**src/rtl/cpu_io_port_if.sv**
```systemverilog
// Bus and pin bundle between the CPU bus model, the 6510 I/O port and the PLA.
// The master side is the CPU/board; the slave side is the port itself.
interface cpu_io_port_if;
  logic        cpu_en;
  logic [15:0] addr;
  logic        rw;
  logic [7:0]  wdata;
  logic        sel;
  logic [7:0]  rdata;
  logic [5:0]  pin_in;
  logic [5:0]  pin_out;
  logic [5:0]  pin_oe;
  logic        LORAMn;
  logic        HIRAMn;
  logic        CHARENn;

  modport master (
    output cpu_en, addr, rw, wdata, pin_in,
    input  sel, rdata, pin_out, pin_oe, LORAMn, HIRAMn, CHARENn
  );

  modport slave (
    input  cpu_en, addr, rw, wdata, pin_in,
    output sel, rdata, pin_out, pin_oe, LORAMn, HIRAMn, CHARENn
  );
endinterface

```
**src/rtl/cpu_io_port.sv**
```systemverilog
// 6510 on-chip I/O port: DDR at $0000, DATA at $0001, banking controls to the PLA,
// and the capacitive fade of the unbonded bits 6/7.
module cpu_io_port #(
  parameter int unsigned FADE_CYCLES = 350000
) (
  input  logic         clk,
  input  logic         rst,
  cpu_io_port_if.slave bus
);

  localparam logic [23:0] LP_FADE = 24'(FADE_CYCLES);

  logic [7:0]  r_ddr;
  logic [7:0]  r_data;
  logic [1:0]  r_charge;
  logic [23:0] r_cnt [2];
  logic        r_loramn;
  logic        r_hiramn;
  logic        r_charenn;

  logic        w_sel;
  logic        w_wr_ddr;
  logic        w_wr_data;
  logic [7:0]  w_ddr_nxt;
  logic [7:0]  w_data_nxt;
  logic [7:0]  w_rd_port;

  assign w_sel      = (bus.addr[15:1] == 15'd0);
  assign w_wr_ddr   = bus.cpu_en & w_sel & ~bus.rw & ~bus.addr[0];
  assign w_wr_data  = bus.cpu_en & w_sel & ~bus.rw &  bus.addr[0];
  assign w_ddr_nxt  = w_wr_ddr  ? bus.wdata : r_ddr;
  assign w_data_nxt = w_wr_data ? bus.wdata : r_data;

  // Port registers, banking outputs and the per-bit fade timers for bits 6/7.
  always_ff @(posedge clk or posedge rst) begin
    if (rst) begin
      r_ddr     <= 8'h00;
      r_data    <= 8'h00;
      r_charge  <= 2'b00;
      r_cnt[0]  <= 24'd0;
      r_cnt[1]  <= 24'd0;
      r_loramn  <= 1'b1;
      r_hiramn  <= 1'b1;
      r_charenn <= 1'b1;
    end else if (bus.cpu_en) begin
      r_ddr     <= w_ddr_nxt;
      r_data    <= w_data_nxt;
      r_loramn  <= w_ddr_nxt[0] ? w_data_nxt[0] : 1'b1;
      r_hiramn  <= w_ddr_nxt[1] ? w_data_nxt[1] : 1'b1;
      r_charenn <= w_ddr_nxt[2] ? w_data_nxt[2] : 1'b1;
      for (int k = 0; k < 2; k++) begin
        // A reload always beats an expiry landing on the same strobe.
        if (w_wr_data && !r_ddr[6+k]) begin
          r_charge[k] <= bus.wdata[6+k];
          r_cnt[k]    <= LP_FADE;
        end else if (w_wr_ddr && r_ddr[6+k] && !bus.wdata[6+k]) begin
          r_charge[k] <= r_data[6+k];
          r_cnt[k]    <= LP_FADE;
        end else if (w_ddr_nxt[6+k]) begin
          r_cnt[k]    <= 24'd0;
        end else if (r_cnt[k] != 24'd0) begin
          r_cnt[k]    <= r_cnt[k] - 24'd1;
          if (r_cnt[k] == 24'd1) begin
            r_charge[k] <= 1'b0;
          end
        end
      end
    end
  end

  // Read view of $0001: driven bits show DATA, inputs show the pins or the held charge.
  always_comb begin
    w_rd_port[5:0] = (r_ddr[5:0] & r_data[5:0]) | (~r_ddr[5:0] & bus.pin_in);
    w_rd_port[6]   = r_ddr[6] ? r_data[6] : r_charge[0];
    w_rd_port[7]   = r_ddr[7] ? r_data[7] : r_charge[1];
  end

  assign bus.sel     = w_sel;
  assign bus.rdata   = !w_sel ? 8'h00 : (bus.addr[0] ? w_rd_port : r_ddr);
  assign bus.pin_out = r_data[5:0];
  assign bus.pin_oe  = r_ddr[5:0];
  assign bus.LORAMn  = r_loramn;
  assign bus.HIRAMn  = r_hiramn;
  assign bus.CHARENn = r_charenn;

endmodule

```
**src/flat_wrapper.sv**
```systemverilog
// flat-port wrapper written by rule: the top's interface ports become plain ports
module cpu_io_port_flat 
#(
  parameter int unsigned FADE_CYCLES = 350000
)
  (clk, rst, bus_cpu_en, bus_addr, bus_rw, bus_wdata, bus_pin_in, bus_sel, bus_rdata, bus_pin_out, bus_pin_oe, bus_LORAMn, bus_HIRAMn, bus_CHARENn);
  cpu_io_port_if bus_i ();
  input  logic clk;
  input  logic rst;
  input wire logic [$bits(bus_i.cpu_en)-1:0] bus_cpu_en;
  input wire logic [$bits(bus_i.addr)-1:0] bus_addr;
  input wire logic [$bits(bus_i.rw)-1:0] bus_rw;
  input wire logic [$bits(bus_i.wdata)-1:0] bus_wdata;
  input wire logic [$bits(bus_i.pin_in)-1:0] bus_pin_in;
  output wire logic [$bits(bus_i.sel)-1:0] bus_sel;
  output wire logic [$bits(bus_i.rdata)-1:0] bus_rdata;
  output wire logic [$bits(bus_i.pin_out)-1:0] bus_pin_out;
  output wire logic [$bits(bus_i.pin_oe)-1:0] bus_pin_oe;
  output wire logic [$bits(bus_i.LORAMn)-1:0] bus_LORAMn;
  output wire logic [$bits(bus_i.HIRAMn)-1:0] bus_HIRAMn;
  output wire logic [$bits(bus_i.CHARENn)-1:0] bus_CHARENn;
  assign bus_i.cpu_en = bus_cpu_en;
  assign bus_i.addr = bus_addr;
  assign bus_i.rw = bus_rw;
  assign bus_i.wdata = bus_wdata;
  assign bus_i.pin_in = bus_pin_in;
  assign bus_sel = bus_i.sel;
  assign bus_rdata = bus_i.rdata;
  assign bus_pin_out = bus_i.pin_out;
  assign bus_pin_oe = bus_i.pin_oe;
  assign bus_LORAMn = bus_i.LORAMn;
  assign bus_HIRAMn = bus_i.HIRAMn;
  assign bus_CHARENn = bus_i.CHARENn;
  cpu_io_port #(.FADE_CYCLES(FADE_CYCLES)) u_core (.clk(clk), .rst(rst), .bus(bus_i));
endmodule
```
**config.mk**
```make
export PLATFORM = sky130hd
export DESIGN_NAME = cpu_io_port_flat
export DESIGN_NICKNAME = d
export VERILOG_FILES = /design/src/rtl/cpu_io_port_if.sv /design/src/rtl/cpu_io_port.sv /design/src/flat_wrapper.sv
export SDC_FILE = /design/constraint.sdc
export NUM_CORES = 1
export LEC_CHECK = 0
export BUFFER_PORTS_ARGS = -buffer_cell sky130_fd_sc_hd__buf_2
export CORE_MARGIN = 2
export CORE_UTILIZATION = 63
export CTS_CLUSTER_SIZE = 20
export DETAILED_ROUTE_END_ITERATION = 8
export GPL_TIMING_DRIVEN = 0
export PLACE_DENSITY = 0.85
export SLEW_MARGIN = 20
export SYNTH_ARGS = -nofsm -noshare
export SYNTH_HDL_FRONTEND = slang
export SYNTH_SLANG_ARGS = --single-unit
export TNS_END_PERCENT = 10
```
**constraint.sdc**
```tcl
create_clock -name clk -period 3.9 [get_ports clk]
set_input_delay 0.78 -clock clk [delete_from_list [all_inputs] [get_ports clk]]
set_output_delay 0.78 -clock clk [all_outputs]
set_load 0.005 [all_outputs]
```
==> Yosys cells after proc, flatten, opt, wreduce, memory -nomap -nowiden <==
Cells that the tools add are included.
{ "word_totals": {"ff_bits": 69, "input_bits": 34, "output_inout_bits": 24} }
{ "classes": {"n_addsub": 2, "n_eq_ne": 4, "mux": 27, "bitwise_logic": 10, "n_reduce_logical": 25} }
{ "ops": {"columns": ["op", "n"], "rows": [
  ["24-bit two-way mux", 8],
  ["24-bit by 1-bit equality test with 1-bit output (second input constant)", 2],
  ["24-bit nonzero test", 2],
  ["24-bit by 1-bit subtractor with 24-bit output (second input constant)", 2],
  ["8-bit two-way mux", 3],
  ["15-bit logical NOT", 1],
  ["1-bit two-way mux", 15],
  ["6-bit AND", 2],
  ["3-bit nonzero test", 4],
  ["2-bit AND reduction", 4],
  ["4-bit AND reduction", 2],
  ["4-bit nonzero test", 2],
  ["1-bit logical AND", 6],
  ["3-bit inequality test (second input constant)", 2],
  ["6-bit NOT", 1],
  ["6-bit bitwise OR", 1],
  ["1-bit AND", 4],
  ["1-bit logical NOT", 4],
  ["3-bit two-way mux", 1],
  ["1-bit NOT", 2]
]} }

==> Depth between registers and ports, before layout <==
{ "logic_depth": {"word_depth": 8, "ltp_mapped": 10} }

==> Worst setup path after synthesis <==
No wires, ideal clock.
{ "synth_path": {"path_kind": "input to register", "start": "input port bus_addr[2]", "end": "register u_core.r_cnt[8] in the netlist's numbering", "setup_time_ns": 0.087, "t_arrival_ns": 2.909, "required_ns": 3.813, "setup_slack_ns": 0.905, "path_stages": 7, "path_buffers": 0, "path_cell_list": "nor4_1 nand3_1 nor3_4 mux2i_1 clkinv_1 or4_1 o211ai_1"} }
{ "synth_via": {"elab_chain_len": 8} }
{ "synth_lines": {"columns": ["element", "line_no", "source"], "rows": [
  ["start: declaration", "flat_wrapper.sv:11", "input wire logic [$bits(bus_i.addr)-1:0] bus_addr;"],
  ["15-bit logical NOT (*)", "cpu_io_port.sv:28", "assign w_sel = (bus.addr[15:1] == 15'd0);"],
  ["1-bit AND (*) (2 in a row)", "cpu_io_port.sv:29, cpu_io_port.sv:30", null],
  ["1-bit AND", "cpu_io_port.sv:29", "assign w_wr_ddr = bus.cpu_en & w_sel & ~bus.rw & ~bus.addr[0];"],
  ["8-bit two-way mux / 1-bit logical AND (equally long branches)", "cpu_io_port.sv:31, cpu_io_port.sv:56", null],
  ["24-bit two-way mux / 1-bit logical AND (equally long branches)", "cpu_io_port.sv:59, cpu_io_port.sv:56", null],
  ["24-bit two-way mux / 4-bit nonzero test (equally long branches)", null, null],
  ["24-bit two-way mux / 2-bit AND reduction (equally long branches)", null, null],
  ["end signal: indexed assignment", "cpu_io_port.sv:62", "r_cnt[k] <= r_cnt[k] - 24'd1;"],
  ["end: declaration", "cpu_io_port.sv:16", "logic [23:0] r_cnt [2];"]
]} }
Mark *: on every way between the ends. The rest lies on a longest branch, timed or not.
A chain may end at the register's enable or synchronous reset.

==> Final worst setup path <==
Same ends and word-level chain as after synthesis.

==> summary.md <==
| Metric | Value |
|---|---|
| Outcome | `completed` |
| Commonest register cell after synthesis | `sky130_fd_sc_hd__dfrtp_1` |
| Post-route cell area | `5060 um^2` |
| Switch share | `0.375` |
| Share of cells above drive strength 1 | `0.183` |
| Worst slew margin relative to its limit | `0.380` |
| Number of different library cells in the post-synthesis netlist | `59` |
| Vias after detailed routing | `4518` |
| Input/output buffers | `55` |
| Net switching power of the design | `953 uW` |
| Final WL | `12400 um` |
| Worst Path Required | `4.17 ns` |
| Post-synthesis to final-layout area growth | `14.3%` |
| Later-pin clock latency in the skew report | `0.36 ns` |
| Share of flip-flops with an asynchronous set or reset after synthesis | `1.00` |
| Number of nets in the final layout | `640` |
| CP max stage delay | `0.56 ns` |
| Global-route wire length before repair | `19900 um` |
| Buffer and inverter count on the worst path | `2` |
| Starting density of the core | `0.652` |
| Floorplan row count | `30` |
| Worst-case vdd ir drop | `350 uV` |
| CP endpoint | `u_core.r_cnt[8]` |
| Portion of total power attributed to the clock network | `0.252` |
| Die Area | `7720 um^2` |
| Grt ovf | `0` |
| DR iter-0 viols | `526` |
| Total routing usage reported by global routing | `0.332` |
| Detailed Place HPWL | `8790 um` |
| Worst setup path category | `in2reg` |
| Number of standard cells after synthesis | `533` |
| Standard cell with the maximum stage delay on the critical path | `sky130_fd_sc_hd__nor4_1` |
| Worst-case clock buffer depth | `2` |
| Number of warning messages in the yosys log | `0` |
| Power Internal | `1590 uW` |
| Setup repair after global routing missed its margin | `false` |
| Total placed instance area | `4860 um^2` |
| Sequential area share after synthesis | `0.391` |
| Average routed wire per standard cell | `17.7 um` |
| Count of buffers added by post-CTS timing repair for setup | `0` |
| Worst reg2reg setup slack | `0.97 ns` |
| Mapped cell area | `4430 um^2` |
| Final count of negative-setup-slack endpoints | `0` |
| Logic gate share of total power | `0.318` |
| Worst path arrival time | `3.75 ns` |
| Cell leakage power | `0.00217 uW` |
| Number of stages on the worst setup path | `8` |
| Number of flip-flops and latches in the synthesized netlist | `69` |
| CP cell instances | `buf_2 > nor4_1 > nand3_1 > nor3_4 > mux2i_1 > clkinv_1 > or4_1 > o211ai_1` |
| Cell accounting for the most synthesized area | `sky130_fd_sc_hd__dfrtp_1` |
| Area of the core | `6790 um^2` |
| CTS tree | `yes` |
| Inserted Diodes | `0` |
| Final RePlAce weighted congestion | `0.987` |
| Reg-to-reg endpoint | `u_core.r_cnt[6]` |
| Critical path's top delay family | `simple AND/OR/NAND/NOR gates` |
| Pin count of the biggest net entering global routing | `46` |
| Remaining antenna violation count after routing | `0` |
| Total count of max-transition violations in the final report | `0` |
| Width of the die | `87.9 um` |
| Clock Pin Slew Worst Setup and Hold Paths | `0.07 ns` |
| Maximum fanout along the worst path | `9` |
| Via count of the first global-routing pass | `4000` |
| Post-cts repair resize count | `0` |
| Synth top area cells | `sky130_fd_sc_hd__dfrtp_1, sky130_fd_sc_hd__o21ai_0, sky130_fd_sc_hd__a21oi_1` |
| Antenna violations before repair | `0` |
| Type of element capturing the critical path | `flip-flop` |
| FF-to-FF Start | `u_core.r_cnt[6]` |
| Vertical die dimension | `87.9 um` |
| Total power divided by cell area | `501 nW/um^2` |
| Post-Syn Nets | `573` |
| IO Count | `58` |
| Min Tclk post-route | `3.48 ns` |
| Number of flops mapped to enable cells by yosys | `0` |
| Worst Hold Class | `in2async` |
| Register share of total power | `0.430` |
| Share of the synthesized area in the top cell type | `0.373` |
| Syn avg cell area | `8.31 um^2` |
| CTS Buf Count | `9` |
| Worst setup startpoint | `bus_addr[2]` |
| Root buf cell | `sky130_fd_sc_hd__clkbuf_8` |
| Portion of the clock cycle consumed by the worst path in the final layout | `0.893` |
| Residual DRC count | `0` |
| Fin Setup TNS | `0 ns` |
| Peak clock frequency supported by timing | `287 MHz` |
| Number of failing hold endpoints at the final stage | `0` |
| Number of violations of the max-capacitance limit | `0` |
| CTS H-Tree Depth | `3` |
| Via density per instance | `6.45` |
| Fin Clk Skew | `0.00809 ns` |
| Slew at the pin with the worst max-slew slack | `0.924 ns` |
| Category of the worst setup path launch point | `input pin` |
| Worst Reg2Reg Path Length in Cells | `8` |
| Number of buffers inserted for hold repair after clock tree synthesis | `0` |
| DR pass1 iterations | `6` |
| TritonCTS Sinks | `69` |
[per-layer routing]
metal	part of all wire	global-route usage	vias up
li1	-	-	2116
met1	0.43	0.480	2093
met2	0.45	0.509	280
met3	0.11	0.0556	29
met4	0.019	0.115	0
met5	0	0	-
[through the flow]
step / hold WS (ns) / util / std cells / total power (uW) / worst slack, ns
detailed placement: 0.477 / 0.715 / 685 / 1880 / 0.117
finish: 0.394 / 0.745 / 701 / 2540 / 0.419
global placement: 0.472 / 0.710 / 684 / 1850 / 0.151
global route: 0.428 / 0.745 / 701 / 2690 / 0.192
CTS: 0.407 / 0.745 / 701 / 2510 / 0.462
floorplan: 0.446 / - / 533 / 1670 / 0.905
[cells in the mapped netlist, types with 2 or more instances]
master                       n
sky130_fd_sc_hd__a21o_1      3
sky130_fd_sc_hd__a21oi_1    39
sky130_fd_sc_hd__a22o_1      9
sky130_fd_sc_hd__a31oi_1     8
sky130_fd_sc_hd__a32o_1      2
sky130_fd_sc_hd__a41oi_1     3
sky130_fd_sc_hd__and2_1      5
sky130_fd_sc_hd__and3_1      3
sky130_fd_sc_hd__buf_1       2
sky130_fd_sc_hd__buf_2       3
sky130_fd_sc_hd__buf_4      12
sky130_fd_sc_hd__buf_6       4
sky130_fd_sc_hd__clkbuf_1   15
sky130_fd_sc_hd__dfrtp_1    66
sky130_fd_sc_hd__dfstp_2     3
sky130_fd_sc_hd__ha_1        6
sky130_fd_sc_hd__inv_1      18
sky130_fd_sc_hd__mux2_2      6
sky130_fd_sc_hd__mux2i_1     4
sky130_fd_sc_hd__nand2_1    52
sky130_fd_sc_hd__nand2b_1    5
sky130_fd_sc_hd__nand3_1    18
sky130_fd_sc_hd__nand3b_1    5
sky130_fd_sc_hd__nand4_1     9
sky130_fd_sc_hd__nand4b_1    3
sky130_fd_sc_hd__nor2_1     52
sky130_fd_sc_hd__nor2b_1     3
sky130_fd_sc_hd__nor3_1     32
sky130_fd_sc_hd__nor3b_1     4
sky130_fd_sc_hd__nor4_1     15
sky130_fd_sc_hd__o211ai_1    3
sky130_fd_sc_hd__o21a_1      2
sky130_fd_sc_hd__o21ai_0    56
sky130_fd_sc_hd__o21ai_2     2
sky130_fd_sc_hd__o22ai_1    11
sky130_fd_sc_hd__o2bb2ai_1   4
sky130_fd_sc_hd__o31a_1      3
sky130_fd_sc_hd__o31ai_1    12
sky130_fd_sc_hd__o41ai_1     8
sky130_fd_sc_hd__or3_1       3
sky130_fd_sc_hd__or4_4       2
[cell families after synthesis]
family	share of synthesized area
DFF	0.391
and+or+nand+nor	0.250
AOI/OAI and AO/OA	0.254
muxes	0.0243
buffers and inverters	0.0644
adders and majority gates	0.0169
[worst register-to-register path, cell delays in order (launching register included)]
cell and delay, ns:
sky130_fd_sc_hd__dfrtp_1 0.41, sky130_fd_sc_hd__nor3_1 0.66, sky130_fd_sc_hd__nand4b_1 0.57, sky130_fd_sc_hd__o21a_1 0.39, sky130_fd_sc_hd__nor2b_1 0.11, sky130_fd_sc_hd__buf_2 0.23
sky130_fd_sc_hd__buf_2 0.25, sky130_fd_sc_hd__o21ai_0 0.12, sky130_fd_sc_hd__o41ai_1 0.08
[power by group through the flow]
stage	sequential [uW]	clock [uW]	combinational (uW)
6_report	1090	639	808
5_1_grt	1120	673	897
4_1_cts	1080	639	792
3_5_place_dp	1090	0	785
3_3_place_gp	1080	0	764
2_1_floorplan	1050	0	623
[layout by cell type (no fill, tap or decap), types with 5 or more instances in the layout]
master and instances:
sky130_fd_sc_hd__dfrtp_1 66, sky130_fd_sc_hd__buf_2 58, sky130_fd_sc_hd__o21ai_0 56, sky130_fd_sc_hd__nor2_1 52, sky130_fd_sc_hd__nand2_1 52, sky130_fd_sc_hd__a21oi_1 39
sky130_fd_sc_hd__nor3_1 32, sky130_fd_sc_hd__clkbuf_1 18, sky130_fd_sc_hd__nand3_1 18, sky130_fd_sc_hd__inv_1 17, sky130_fd_sc_hd__nor4_1 15, sky130_fd_sc_hd__o31ai_1 12
sky130_fd_sc_hd__buf_4 12, sky130_fd_sc_hd__o22ai_1 11, sky130_fd_sc_hd__nand4_1 9, sky130_fd_sc_hd__a22o_1 9, sky130_fd_sc_hd__clkbuf_8 9, sky130_fd_sc_hd__a31oi_1 8
sky130_fd_sc_hd__o41ai_1 8, sky130_fd_sc_hd__mux2_2 6, sky130_fd_sc_hd__ha_1 6, sky130_fd_sc_hd__nand3b_1 5, sky130_fd_sc_hd__and2_1 5, sky130_fd_sc_hd__nand2b_1 5
[how the worst min path moves through the flow]
stage,startpoint,endpoint,slack (ns),cells after the start
after floorplan,u_core.r_cnt[22],u_core.r_cnt[22],0.45,1
after global placement,u_core.r_cnt[22],u_core.r_cnt[22],0.47,1
after detailed placement,u_core.r_cnt[22],u_core.r_cnt[22],0.48,1
after CTS,rst,u_core.r_ddr[3],0.41,2
after global routing,rst,u_core.r_ddr[3],0.43,2
final,rst,u_core.r_ddr[3],0.39,2
[flip-flops by register name, summed over array words and instances, names as in the netlist]
signal              flops
u_core.bus.LORAMn       1
u_core.bus.HIRAMn       1
u_core.bus.CHARENn      1
u_core.r_data           8
u_core.r_ddr            8
u_core.r_charge         2
u_core.r_cnt           48
[area by class of cell]
cell class / instances / area (um^2)
inverters: 19 / 73.8
fillers: 507 / 1730
flip-flops and latches: 69 / 1730
clock buffers: 12 / 135
clock inverters: 4 / 72.6
well taps: 96 / 120
repair buffers: 56 / 303
multi-input cells: 409 / 2410
plain buffers: 36 / 214
No activity file was read; power rests on OpenSTA's default activity.
